### src/rtl/switch_toggle_decoder.sv
// switch_toggle_decoder
// Synchronises, debounces and release-decodes the two board push-switches.
// One toggle bit per switch; LED_1/LED_2 show XOR/XNOR of the toggle bits.
// Optional feature macro: SWITCH_PRESS_COUNT_EN adds a 2-bit release counter
// on LED_3/LED_4. Without it, those LEDs are tied low.
//
// Per-switch debounce state, implied by the counter value:
//   state    | meaning
//   STABLE   | counter == 0, synced level matches the accepted level
//   COUNTING | counter != 0, synced level differs, waiting for DEBOUNCE_LIMIT
module switch_toggle_decoder #(
    parameter int DEBOUNCE_LIMIT = 250000
) (
    input  logic i_Clk,
    input  logic i_Reset,
    input  logic i_Switch_1,
    input  logic i_Switch_2,
    output logic o_Debounced_1,
    output logic o_Debounced_2,
    output logic o_LED_1,
    output logic o_LED_2,
    output logic o_LED_3,
    output logic o_LED_4
);

    localparam int CNT_W = $clog2(DEBOUNCE_LIMIT + 1);
    localparam logic [CNT_W-1:0] CNT_LAST = CNT_W'(DEBOUNCE_LIMIT - 1);

    logic [1:0]       raw_sw;
    logic [1:0]       sync_meta;
    logic [1:0]       sync_q;
    logic [1:0]       stable;
    logic [1:0]       stable_d;
    logic [1:0]       release_p;
    logic [1:0]       toggle;
    logic [CNT_W-1:0] db_cnt [2];

    assign raw_sw = {i_Switch_2, i_Switch_1};

    // Two-flop synchroniser for both asynchronous switch pins.
    always_ff @(posedge i_Clk) begin
        if (i_Reset) begin
            sync_meta <= '0;
            sync_q    <= '0;
        end else begin
            sync_meta <= raw_sw;
            sync_q    <= sync_meta;
        end
    end

    // Debounce: accept a new level only after it persists DEBOUNCE_LIMIT cycles;
    // any return to the accepted level restarts the count.
    always_ff @(posedge i_Clk) begin
        if (i_Reset) begin
            stable <= '0;
            for (int i = 0; i < 2; i++) begin
                db_cnt[i] <= '0;
            end
        end else begin
            for (int i = 0; i < 2; i++) begin
                if (sync_q[i] == stable[i]) begin
                    db_cnt[i] <= '0;
                end else if (db_cnt[i] == CNT_LAST) begin
                    stable[i] <= sync_q[i];
                    db_cnt[i] <= '0;
                end else begin
                    db_cnt[i] <= db_cnt[i] + CNT_W'(1);
                end
            end
        end
    end

    // Delayed copy of the accepted level for release (1 -> 0) detection.
    always_ff @(posedge i_Clk) begin
        if (i_Reset) begin
            stable_d <= '0;
        end else begin
            stable_d <= stable;
        end
    end

    // Release pulse is high for the single cycle in which the accepted level has just dropped.
    always_comb begin
        release_p = stable_d & ~stable;
    end

    // Each release inverts that switch's toggle bit.
    always_ff @(posedge i_Clk) begin
        if (i_Reset) begin
            toggle <= '0;
        end else begin
            toggle <= toggle ^ release_p;
        end
    end

`ifdef SWITCH_PRESS_COUNT_EN
    logic [1:0] press_count;

    // Modulo-4 release counter; simultaneous releases add two.
    always_ff @(posedge i_Clk) begin
        if (i_Reset) begin
            press_count <= '0;
        end else begin
            press_count <= press_count + 2'(release_p[0]) + 2'(release_p[1]);
        end
    end

    assign o_LED_3 = press_count[0];
    assign o_LED_4 = press_count[1];
`else
    assign o_LED_3 = 1'b0;
    assign o_LED_4 = 1'b0;
`endif

    assign o_Debounced_1 = stable[0];
    assign o_Debounced_2 = stable[1];
    assign o_LED_1       = toggle[0] ^ toggle[1];
    assign o_LED_2       = ~(toggle[0] ^ toggle[1]);

endmodule

### config.mk
export PLATFORM = sky130hd
export DESIGN_NAME = switch_toggle_decoder
export DESIGN_NICKNAME = d
export VERILOG_FILES = /design/src/rtl/switch_toggle_decoder.sv
export SDC_FILE = /design/constraint.sdc
export NUM_CORES = 1
export LEC_CHECK = 0
export CAP_MARGIN = 15
export CORE_ASPECT_RATIO = 1.5
export CORE_MARGIN = 4
export CORE_UTILIZATION = 55
export CTS_BUF_LIST = sky130_fd_sc_hd__clkbuf_2 sky130_fd_sc_hd__clkbuf_4 sky130_fd_sc_hd__clkbuf_8
export CTS_CLUSTER_DIAMETER = 50
export DETAILED_ROUTE_END_ITERATION = 16
export PLACE_DENSITY_LB_ADDON = 0.2
export RECOVER_POWER = 50
export SYNTH_ARGS = -nofsm -noshare
export SYNTH_HDL_FRONTEND = slang
export SYNTH_SLANG_ARGS = --single-unit
### constraint.sdc
create_clock -name i_Clk -period 2.6 [get_ports i_Clk]
set_input_delay 0.52 -clock i_Clk [delete_from_list [all_inputs] [get_ports i_Clk]]
set_output_delay 0.52 -clock i_Clk [all_outputs]
set_load 0.01 [all_outputs]
==> summary.md <==
| Metric | Value |
|---|---|
| Status | `complete, no violations` |
| Layout cells sized above 1 | `5.24%` |
| DP HPWL | `2910 um` |
| Clock latency on the worst-skew pair | `0.29 ns` |
| TritonCTS buffer count | `5` |
| Clk sinks | `46` |
| Fin area | `2690 um2` |
| DIE HEIGHT | `88.4 um` |
| Remaining antenna violation count after routing | `0` |
| Area of placed instances | `2610 um2` |
| Fmax | `0.447 GHz` |
| Reg area | `1280 um2` |
| Initial core utilization | `56.2%` |
| Pin count of the biggest net entering global routing | `19` |
| Clock buffer depth | `2` |
| # rows | `29` |
| H-tree depth | `2` |
| Final setup TNS | `0 ns` |
| Final hold violations | `0` |
| Netlist cell types | `29` |
| Largest area contributor in the netlist | `edfxtp_1` |
| Tmin final | `2.24 ns` |
| Setup repair bufs after CTS | `0` |
| Final cell utilization of the core | `63.8%` |
| Hold crit path type | `flip-flop to flip-flop` |
| Area occupied by multi-input gates | `1170 um2` |
| # setup viols final | `0` |
| Most frequent cells in the layout | `46 x nor2_1, 38 x conb_1, 36 x edfxtp_1` |
| Crit-path max FO | `18` |
| YS warnings | `0` |
| Max-slew violations | `0` |
| Switching Share | `21.6%` |
| Leak Pwr | `0.910 nW` |
| Initial DRT Pass Iterations | `4` |
| Register area share after synthesis | `54.1%` |
| Fin crit share | `86.0%` |
| Hold_buf cts | `0` |
| CP arrival | `2.25 ns` |
| Cell area after synthesis | `2370 um2` |
| Clock network power share | `30.2%` |
| Peak VDD IR | `392 uV` |
| Final GP Congestion | `0.802` |
| Register bit total from synthesis | `46` |
| Dpl cells | `306` |
| Commonest non-fill, non-tap cell in the layout | `nor2_1` |
| Die width | `61.6 um` |
| Fin cells | `313` |
| Final WL | `3870 um` |
| Area grow syn2layout | `13.5%` |
| Cell Int Power | `1.03 mW` |
| Die ar. | `5440 um2` |
| Top Ports | `10` |
| First-pass GRT wire length | `6590 um` |
| Grt ovf | `0` |
| Data required, critical path | `2.61 ns` |
| Post-synth top area share | `45.7%` |
| Sequential power share | `65.0%` |
| Initial antenna violation count | `0` |
| Area contributors post-synth | `edfxtp_1 46%, xnor2_1 8.9%, dfxtp_1 8.5%` |
| All-layer global routing usage | `15.9%` |
| Clk_skew | `0.00462 ns` |
| Max-slew headroom | `37.5%` |
| Vias per std cell | `5.24` |
| Diode count | `0` |
| Resized cells post-CTS | `0` |
| Switching pwr | `283 uW` |
| CTS tree | `yes` |
| Root cell of the clock tree | `clkbuf_8` |
| Avg Cell Area, Syn | `10.7 um2` |
| Drt wl/cell | `12.4 um` |
| FILL cells | `364` |
| Critical path class | `flip-flop to flip-flop` |
| Power per cell area | `487 nW/um2` |
| Worst-Margin Slew | `0.935 ns` |
| Power Total | `1.31 mW` |
| Reg clk slew, reported paths | `0.08 ns` |
| Crit end category | `flip-flop` |
| Initial DRC count | `80` |
| IO buf count | `7` |
| MaxCap Viol Count | `0` |
| Via count | `1641` |
| Number of global-route vias before repair | `1617` |
| Mapped Cells | `221` |
| Core ar. | `4210 um2` |
| DRC Markers | `0` |
| Critical Path Start Type | `flip-flop` |
| Unrepaired setup endpoints after global routing | `false` |
| Final nets | `273` |
| Gate power share | `4.8%` |
[critical path, cell delays in order, from the launching register on]
cell and delay (ns):
edfxtp_1 0.49, nor4_1 0.32, nand4_1 0.22, o41ai_4 0.80
nor2_1 0.12
[sequential cells by signal, summed over array words and instances (netlist names)]
register   flops
stable         2
toggle         2
stable_d       2
sync_q         2
db_cnt        36
sync_meta      2
[Yosys cell counts, drive strengths merged]
cell	count
nor2	46
edfxtp	36
xnor2	24
nand4	13
nand3	12
nor4	12
xor2	11
dfxtp	10
nand2	10
nor2b	10
inv	5
nor3	5
buf	4
and4	3
a21oi	2
clkbuf	2
conb	2
ha	2
mux2	2
o21ai	2
o41ai	2
or3	2
and2	1
nor4b	1
or2	1
or4	1
[worst paths after layout]
path / from / end / slack [ns] / depth (start not counted)
max reg2reg: db_cnt[0][8] / db_cnt[0][4] / 0.36 / 4
max: db_cnt[0][8] / db_cnt[0][4] / 0.36 / 4
min: sync_meta[1] / sync_q[1] / 0.45 / 1
min reg2reg: sync_meta[1] / sync_q[1] / 0.45 / 1
[logic make-up after synthesis]
logic type / after synthesis / share of synthesized area [%]
AND/OR/NAND/NOR: 117 / 25.2
AO/OA/AOI/OAI: 6 / 3.17
flip-flops: 46 / 54.1
XOR/XNOR: 35 / 12.9
other: 2 / 0.317
adder cells (fa/ha/maj): 2 / 1.06
buffers and inverters: 11 / 2.22
multiplexers: 2 / 0.951
[layout make-up]
class | instances | area share, %
sequential | 46 | 47.7
clock buffer | 5 | 2.56
tap | 46 | 2.14
inverter | 5 | 0.699
timing repair buffer | 9 | 3.03
clock inverter | 2 | 0.373
multi-input combinational | 200 | 43.5
[power groups by stage]
stage | clock, mW | sequential [mW] | combinational, mW
after detailed placement | 0 | 0.867 | 0.0613
after floorplan | 0 | 0.858 | 0.0543
final | 0.396 | 0.851 | 0.0627
after global routing | 0.450 | 0.856 | 0.0728
after CTS | 0.417 | 0.850 | 0.0621
after global placement | 0 | 0.866 | 0.0608
[metal layers]
metal,global-route usage [%],wire length [um],vias to the layer above
li1,-,-,840
met1,16.4,1560,781
met2,29.0,2160,12
met3,3.94,70,8
met4,7.14,83,0
met5,0,0,-
[through the flow]
stage | worst slack (ns) | hold WS [ns]
detailed placement | 0.320 | 0.441
global placement | 0.406 | 0.419
finish | 0.363 | 0.450
floorplan | 0.659 | 0.414
global route | 0.163 | 0.475
CTS | 0.307 | 0.458
No activity file was read; power rests on OpenSTA's default activity.
